[config.mk]
export PLATFORM = sky130hd
export DESIGN_NAME = mul_div_unit_flat
export DESIGN_NICKNAME = d
export VERILOG_FILES = /design/src/rtl/mul_div_unit_if.sv /design/src/rtl/mul_div_unit.sv /design/src/flat_wrapper.sv
export SDC_FILE = /design/constraint.sdc
export NUM_CORES = 2
export LEC_CHECK = 0
export BUFFER_PORTS_ARGS = -buffer_cell sky130_fd_sc_hd__buf_2
export CORE_UTILIZATION = 43
export CTS_CLUSTER_SIZE = 12
export DETAILED_ROUTE_END_ITERATION = 7
export PLACE_DENSITY_LB_ADDON = 0.05
export SKIP_CTS_REPAIR_TIMING = 1
export SYNTH_ARGS = -nofsm -noshare
export SYNTH_HDL_FRONTEND = slang
export SYNTH_SLANG_ARGS = --single-unit
export TNS_END_PERCENT = 20
[constraint.sdc]
create_clock -name clk -period 10.2 [get_ports clk]
set_input_delay 1.02 -clock clk [delete_from_list [all_inputs] [get_ports clk]]
set_output_delay 1.02 -clock clk [all_outputs]
set_load 0.05 [all_outputs]
[src/rtl/mul_div_unit_if.sv]
// mul_div_unit_if: operand/result bundle between the core and the
// iterative multiply/divide unit.
//   start, op, operand_a, operand_b, rd_in, kill : core -> unit request
//   busy, done, result, rd_out                   : unit -> core status/result
// master = core side, slave = mul_div_unit.
interface mul_div_unit_if #(
    parameter int BITS  = 64,
    parameter int DEPTH = 32
);
    localparam int TAGW = $clog2(DEPTH);

    logic            start;
    logic [2:0]      op;
    logic [BITS-1:0] operand_a;
    logic [BITS-1:0] operand_b;
    logic [TAGW-1:0] rd_in;
    logic            kill;
    logic            busy;
    logic            done;
    logic [BITS-1:0] result;
    logic [TAGW-1:0] rd_out;

    modport master (
        output start, op, operand_a, operand_b, rd_in, kill,
        input  busy, done, result, rd_out
    );

    modport slave (
        input  start, op, operand_a, operand_b, rd_in, kill,
        output busy, done, result, rd_out
    );
endinterface

[src/rtl/mul_div_unit.sv]
// mul_div_unit: iterative RV64M multiply/divide unit, fixed BITS+1 cycle
// latency for every op, start/done handshake.
//   clk   : system clock, rising edge
//   rst_n : asynchronous active-low reset
//   bus   : mul_div_unit_if.slave (start/op/operands/rd_in/kill in,
//           busy/done/result/rd_out out)
//
// state | meaning
// IDLE  | waiting for start
// BUSY  | BITS iterations, then one finalize edge (sign fix, result load)
// DONE  | done=1 for one cycle; may accept a new start
module mul_div_unit #(
    parameter int BITS  = 64,
    parameter int DEPTH = 32
) (
    input  logic          clk,
    input  logic          rst_n,
    mul_div_unit_if.slave bus
);
    localparam int TAGW = $clog2(DEPTH);
    localparam int CW   = $clog2(BITS + 1);
    localparam logic [CW-1:0] LAST = CW'(BITS);

    typedef enum logic [1:0] {IDLE, BUSY, DONE} state_t;

    state_t            state, state_nxt;
    logic              accept, finish, step;
    logic [CW-1:0]     cnt;
    logic [2:0]        op_q;
    logic              neg_q;
    logic [BITS-1:0]   mcand;
    logic [2*BITS-1:0] acc;
    logic [TAGW-1:0]   rd_q;
    logic [BITS-1:0]   result_q;
    logic [TAGW-1:0]   rd_out_q;

    always_ff @(posedge clk or negedge rst_n) begin
        if (!rst_n) state <= IDLE;
        else        state <= state_nxt;
    end

    // kill beats start and also beats the finalize edge
    always_comb begin
        state_nxt = state;
        accept    = 1'b0;
        finish    = 1'b0;
        case (state)
            IDLE, DONE: begin
                if (bus.start && !bus.kill) begin
                    accept    = 1'b1;
                    state_nxt = BUSY;
                end else begin
                    state_nxt = IDLE;
                end
            end
            BUSY: begin
                if (bus.kill) begin
                    state_nxt = IDLE;
                end else if (cnt == LAST) begin
                    finish    = 1'b1;
                    state_nxt = DONE;
                end
            end
            default: state_nxt = IDLE;
        endcase
    end

    assign step = (state == BUSY) && (cnt != LAST);

    // operand decode at accept: magnitudes plus the sign of the final value
    logic            is_div, a_sgn, b_sgn, a_neg, b_neg, b_zero, neg_in;
    logic [BITS-1:0] a_mag, b_mag;

    always_comb begin
        is_div = bus.op[2];
        a_sgn  = is_div ? ~bus.op[0] : (bus.op[1] ^ bus.op[0]);
        b_sgn  = is_div ? ~bus.op[0] : (bus.op[1:0] == 2'd1);
        a_neg  = a_sgn & bus.operand_a[BITS-1];
        b_neg  = b_sgn & bus.operand_b[BITS-1];
        a_mag  = a_neg ? -bus.operand_a : bus.operand_a;
        b_mag  = b_neg ? -bus.operand_b : bus.operand_b;
        b_zero = (bus.operand_b == '0);
        // divide-by-zero quotient stays all ones, so never negate it;
        // the remainder follows a and naturally comes back as operand_a
        if (is_div) neg_in = bus.op[1] ? a_neg : ((a_neg ^ b_neg) & ~b_zero);
        else        neg_in = a_neg ^ b_neg;
    end

    // one iteration: shift-add multiply or restoring divide step
    logic [BITS:0]     mul_sum, div_trial, div_diff;
    logic [2*BITS-1:0] acc_nxt;

    always_comb begin
        mul_sum   = {1'b0, acc[2*BITS-1:BITS]} + {1'b0, (acc[0] ? mcand : '0)};
        div_trial = acc[2*BITS-1:BITS-1];
        div_diff  = div_trial - {1'b0, mcand};
        if (!op_q[2])        acc_nxt = {mul_sum, acc[BITS-1:1]};
        else if (!div_diff[BITS])
                             acc_nxt = {div_diff[BITS-1:0], acc[BITS-2:0], 1'b1};
        else                 acc_nxt = {div_trial[BITS-1:0], acc[BITS-2:0], 1'b0};
    end

    // finalize: two's-complement fix-up and op-dependent half selection
    logic [2*BITS-1:0] prod;
    logic [BITS-1:0]   div_val, final_res;

    always_comb begin
        prod    = neg_q ? -acc : acc;
        div_val = op_q[1] ? acc[2*BITS-1:BITS] : acc[BITS-1:0];
        if (op_q[2])              final_res = neg_q ? -div_val : div_val;
        else if (op_q[1:0] == '0) final_res = prod[BITS-1:0];
        else                      final_res = prod[2*BITS-1:BITS];
    end

    always_ff @(posedge clk or negedge rst_n) begin
        if (!rst_n) begin
            cnt      <= '0;
            op_q     <= '0;
            neg_q    <= 1'b0;
            mcand    <= '0;
            acc      <= '0;
            rd_q     <= '0;
            result_q <= '0;
            rd_out_q <= '0;
        end else if (accept) begin
            cnt   <= '0;
            op_q  <= bus.op;
            neg_q <= neg_in;
            rd_q  <= bus.rd_in;
            mcand <= is_div ? b_mag : a_mag;
            acc   <= {{BITS{1'b0}}, (is_div ? a_mag : b_mag)};
        end else if (step) begin
            cnt <= cnt + CW'(1);
            acc <= acc_nxt;
        end else if (finish) begin
            result_q <= final_res;
            rd_out_q <= rd_q;
        end
    end

    assign bus.busy   = (state == BUSY);
    assign bus.done   = (state == DONE);
    assign bus.result = result_q;
    assign bus.rd_out = rd_out_q;
endmodule

[src/flat_wrapper.sv]
// flat-port wrapper written by rule: the top's interface ports become plain ports
module mul_div_unit_flat 
#(
    parameter int BITS  = 64,
    parameter int DEPTH = 32
)
  (clk, rst_n, bus_start, bus_op, bus_operand_a, bus_operand_b, bus_rd_in, bus_kill, bus_busy, bus_done, bus_result, bus_rd_out);
  mul_div_unit_if #(.BITS(BITS), .DEPTH(DEPTH)) bus_i ();
  input  logic clk;
  input  logic rst_n;
  input wire logic [$bits(bus_i.start)-1:0] bus_start;
  input wire logic [$bits(bus_i.op)-1:0] bus_op;
  input wire logic [$bits(bus_i.operand_a)-1:0] bus_operand_a;
  input wire logic [$bits(bus_i.operand_b)-1:0] bus_operand_b;
  input wire logic [$bits(bus_i.rd_in)-1:0] bus_rd_in;
  input wire logic [$bits(bus_i.kill)-1:0] bus_kill;
  output wire logic [$bits(bus_i.busy)-1:0] bus_busy;
  output wire logic [$bits(bus_i.done)-1:0] bus_done;
  output wire logic [$bits(bus_i.result)-1:0] bus_result;
  output wire logic [$bits(bus_i.rd_out)-1:0] bus_rd_out;
  assign bus_i.start = bus_start;
  assign bus_i.op = bus_op;
  assign bus_i.operand_a = bus_operand_a;
  assign bus_i.operand_b = bus_operand_b;
  assign bus_i.rd_in = bus_rd_in;
  assign bus_i.kill = bus_kill;
  assign bus_busy = bus_i.busy;
  assign bus_done = bus_i.done;
  assign bus_result = bus_i.result;
  assign bus_rd_out = bus_i.rd_out;
  mul_div_unit #(.BITS(BITS), .DEPTH(DEPTH)) u_core (.clk(clk), .rst_n(rst_n), .bus(bus_i));
endmodule
==> impl_metrics.tcl <==
set metrics [dict create \
    cp_max_fo 57 \
    finClkSkew_ns 0.0353 \
    hp-class "reg2reg" \
    crit_family "compound AO/OA/AOI/OAI gates" \
    area_delta_synth_final_pct 8.52 \
    nets 4498 \
    synthFlopType "dfrtp_1" \
    switching_power_uw 5850 \
    grt_max_degree 131 \
    worst_setup_path_start_kind "flop" \
    core_um2 71400 \
    critical_path_buf_inv_count 3 \
    timing.rr.start "u_core.acc[63]" \
    p_int_uw 4710 \
    layout-drive-gt1-share_pct 9.83 \
    numCtsBuffers 35 \
    fin_tns_setup_ns 0 \
    route.met3.wl_um 11000 \
    max_freq_ghz 0.181 \
    relSlewSlack_pct 6.88 \
    netlist_top_cells_area "dfrtp_1, a21oi_1, o21ai_0" \
    cts.sinks 279 \
    rsz0062_at_grt "false" \
    antenna_found_initial 4 \
    synth_edf_count 0 \
    p_per_area_nw_per_um2 314 \
    initial_core_util_pct 43.4 \
    maxCapViolCount 0 \
    finalCriticalPeriod_ns 5.52 \
    drcViolationCount 1 \
    ioPinCount 211 \
    path_cells "buf_4 > inv_1 > ha_1 > fa_1 > nand2b_1 > a21oi_1 > o21ai_0 > o21ai_0 > a211oi_1 > nor3_1 > a211o_1 > xor2_4 > buf_4 > mux2_2 > a21oi_1 > o21ai_0" \
    vdd_drop_max_uv 241 \
    io_buffers 210 \
    p_clk_share_pct 11.7 \
    wirelength_um 126000 \
    worstMarginPinSlew_ns 1.38 \
    synth-seq-cells 279 \
    crit_type "reg2reg" \
    grt_pass1_vias 29500 \
    crit_required_ns 10.61 \
    clockBufferDepth 3 \
    wire_per_inst_um 24.2 \
    switching_share_pct 55.4 \
    die_w_um 270 \
    comb_power_share_pct 66.6 \
    htree_levels 2 \
    top_layer_used "met4" \
    synthCells 4248 \
    num_vias 31800 \
    syn-cell-area_um2 31000 \
    postSynthAreaPerCell_um2 7.30 \
    r2r.worst_path.cells 16 \
    insertion_delay_ns 0.58 \
    violations "design-rule violations" \
    cp_slowest_cell "buf_4" \
    ys_warn_count 0 \
    cts_tree "built" \
    setup_ws_ns 4.68 \
    die_h_um 270 \
    wl_met2_um 50200 \
    drtAntennaViolNets 0 \
    yosysSeqAreaShare_pct 22.5 \
    fin_crit_sh_pct 54.1 \
    final-hold-violation-count 0 \
    r2r_setup_slack_ns 4.68 \
    dp_slack_ns 4.69 \
    row_count 98 \
    wl_met1_um 61200 \
    worst_hold_path.endpoint "u_core.bus.rd_out[3]" \
    power.share.sequential_pct 21.7 \
    grt_pass1_wl_um 187000 \
    dr.first_iter.drc_count 3268 \
    rr_endpoint "u_core.acc[83]" \
    cts-root-buf "clkbuf_16" \
    path_clk_slew_ns 0.07 \
    synth_nets 4525 \
    synth_cell_types 87 \
    yosysTopAreaCellShare_pct 22.5 \
    hold_path_depth 2 \
    drv_slew 0 \
    dp_hpwl_um 98500 \
    critPathCaptureType "flop" \
    critPathMaxStageDelay_ns 0.81 \
    async_flop_share_pct 100 \
    critPathArrivalTime_ns 5.93 \
    gp_congestion 0.993 \
    status "finished, violations left" \
    antenna_cells 0 \
    min_from "u_core.rd_q[3]" \
    cp_common_cell "o21ai_0" \
    dieArea_um2 73200 \
    yosysTopAreaCell "dfrtp_1" \
    finalSetupViolations 0 \
    drt_pass1_iterations 8 \
    track_usage_pct 33.3 \
    power_leakage_uw 0.0139 \
    grt-ovfl-total 0 \
    vias_per_cell 6.13 \
]
-- cell usage in the layout, fill, tap and decap left out, types with 22 or more instances in the layout --
| master | instances |
|---|---|
| inv_1 | 118 |
| o211ai_1 | 110 |
| nor2_1 | 396 |
| o21ai_0 | 407 |
| nor2b_1 | 24 |
| clkbuf_16 | 36 |
| a22oi_1 | 46 |
| xnor2_1 | 227 |
| o221ai_1 | 31 |
| o31ai_1 | 65 |
| nor3_1 | 100 |
| nand2_1 | 461 |
| ha_1 | 135 |
| buf_4 | 77 |
| a31oi_1 | 33 |
| a21o_1 | 65 |
| or4_1 | 24 |
| a21oi_1 | 423 |
| nor4_1 | 31 |
| nand3_1 | 77 |
| nand2b_1 | 35 |
| mux2i_1 | 168 |
| a221oi_1 | 23 |
| xor2_1 | 189 |
| a211oi_1 | 22 |
| nand4_1 | 62 |
| dfrtp_1 | 276 |
| or3_1 | 41 |
| o41ai_1 | 31 |
| buf_2 | 209 |
| o21bai_1 | 25 |
-- state kept, by name (all words and copies together), names as in the netlist --
signal and flops:
u_core.cnt 7, u_core.acc 128, u_core.rd_q 5, u_core.state 2, u_core.neg_q 1, u_core.mcand 64, u_core.bus.rd_out 5, u_core.op_q 3
u_core.bus.result 64
-- layout make-up --
type                    instances  area, um^2
flip-flops and latches        279        6990
clock inverters                10         100
inverters                     122         458
clock buffers                  48         996
multi-input cells            3495       22200
repair buffers                288        1660
well taps                     950        1190
fillers                      7390       37700
-- tightest hold or removal path: cells and delay by family (launching register included) --
family	cells	cell delay, ns
flip-flops	1	0.34
AND/OR/NAND/NOR	2	0.10
-- stage by stage --
step / std cells / total power, uW / hold WS [ns] / utilization (%) / cell area, um^2
detailed placement: 5134 / 9090 / 0.457 / 45.6 / 32500
global route: 5192 / 11200 / 0.494 / 47.1 / 33600
finish: 5192 / 10600 / 0.467 / 47.1 / 33600
CTS: 5192 / 10400 / 0.471 / 47.1 / 33600
global placement: 5133 / 9150 / 0.448 / 45.6 / 32500
floorplan: 4248 / 6920 / 0.439 / - / 31000
-- cells in the mapped netlist (9+ instances only) --
cell	n
o21a_1	17
and3_1	11
o31ai_1	65
dfrtp_1	279
o221ai_1	31
ha_1	135
or4_1	24
xnor2_1	227
a211oi_1	22
nand2_1	463
a221oi_1	23
nand4_1	62
clkbuf_1	298
o21ai_0	407
a41oi_1	9
or2_2	17
nand3_1	77
o31a_1	9
a22oi_1	46
a21oi_1	423
nor3_1	100
o21ai_1	14
inv_1	118
nor4_1	31
a21o_1	65
or3_1	42
o21bai_1	25
a31oi_1	33
o211ai_1	110
nand2b_1	35
buf_2	30
nor2b_1	24
o41ai_1	31
mux2_2	19
mux2i_1	168
and2_1	21
buf_1	22
nor2_1	399
xor2_1	190
-- power groups by stage --
stage	Sequential, uW	Combinational, uW	Clock (uW)
2_1_floorplan	1870	5050	0
3_3_place_gp	2250	6900	0
3_5_place_dp	2260	6830	0
4_1_cts	2240	6860	1260
5_1_grt	2320	7570	1300
6_report	2290	7030	1230
-- routing by layer --
metal / global-route usage [%] / vias to the layer above
li1: - / 15200
met1: 51.5 / 15000
met2: 47.1 / 1389
met3: 5.27 / 156
met4: 8.80 / 0
met5: 0 / -
-- logic make-up after synthesis --
kind of cell               share of synthesized area (%)
AOI/OAI and AO/OA                                   27.8
xor gates and xnor gates                            11.8
adders and majority gates                           5.58
buffers and inverters                               5.91
DFF                                                 22.5
muxes                                               6.12
and+or+nand+nor                                     20.3
-- worst max path at each step --
stage | start | endpoint | slack [ns] | depth (start not counted)
2_1_floorplan | u_core.op_q[1] | u_core.bus.result[54] | 5.17 | 20
3_3_place_gp | u_core.acc[64] | u_core.acc[83] | 4.81 | 14
3_5_place_dp | u_core.acc[64] | u_core.acc[83] | 4.69 | 14
4_1_cts | u_core.acc[64] | u_core.acc[83] | 4.72 | 14
5_1_grt | u_core.acc[64] | u_core.acc[83] | 4.37 | 14
6_report | u_core.acc[63] | u_core.acc[83] | 4.68 | 16
Power figures use the tool's default switching activity.
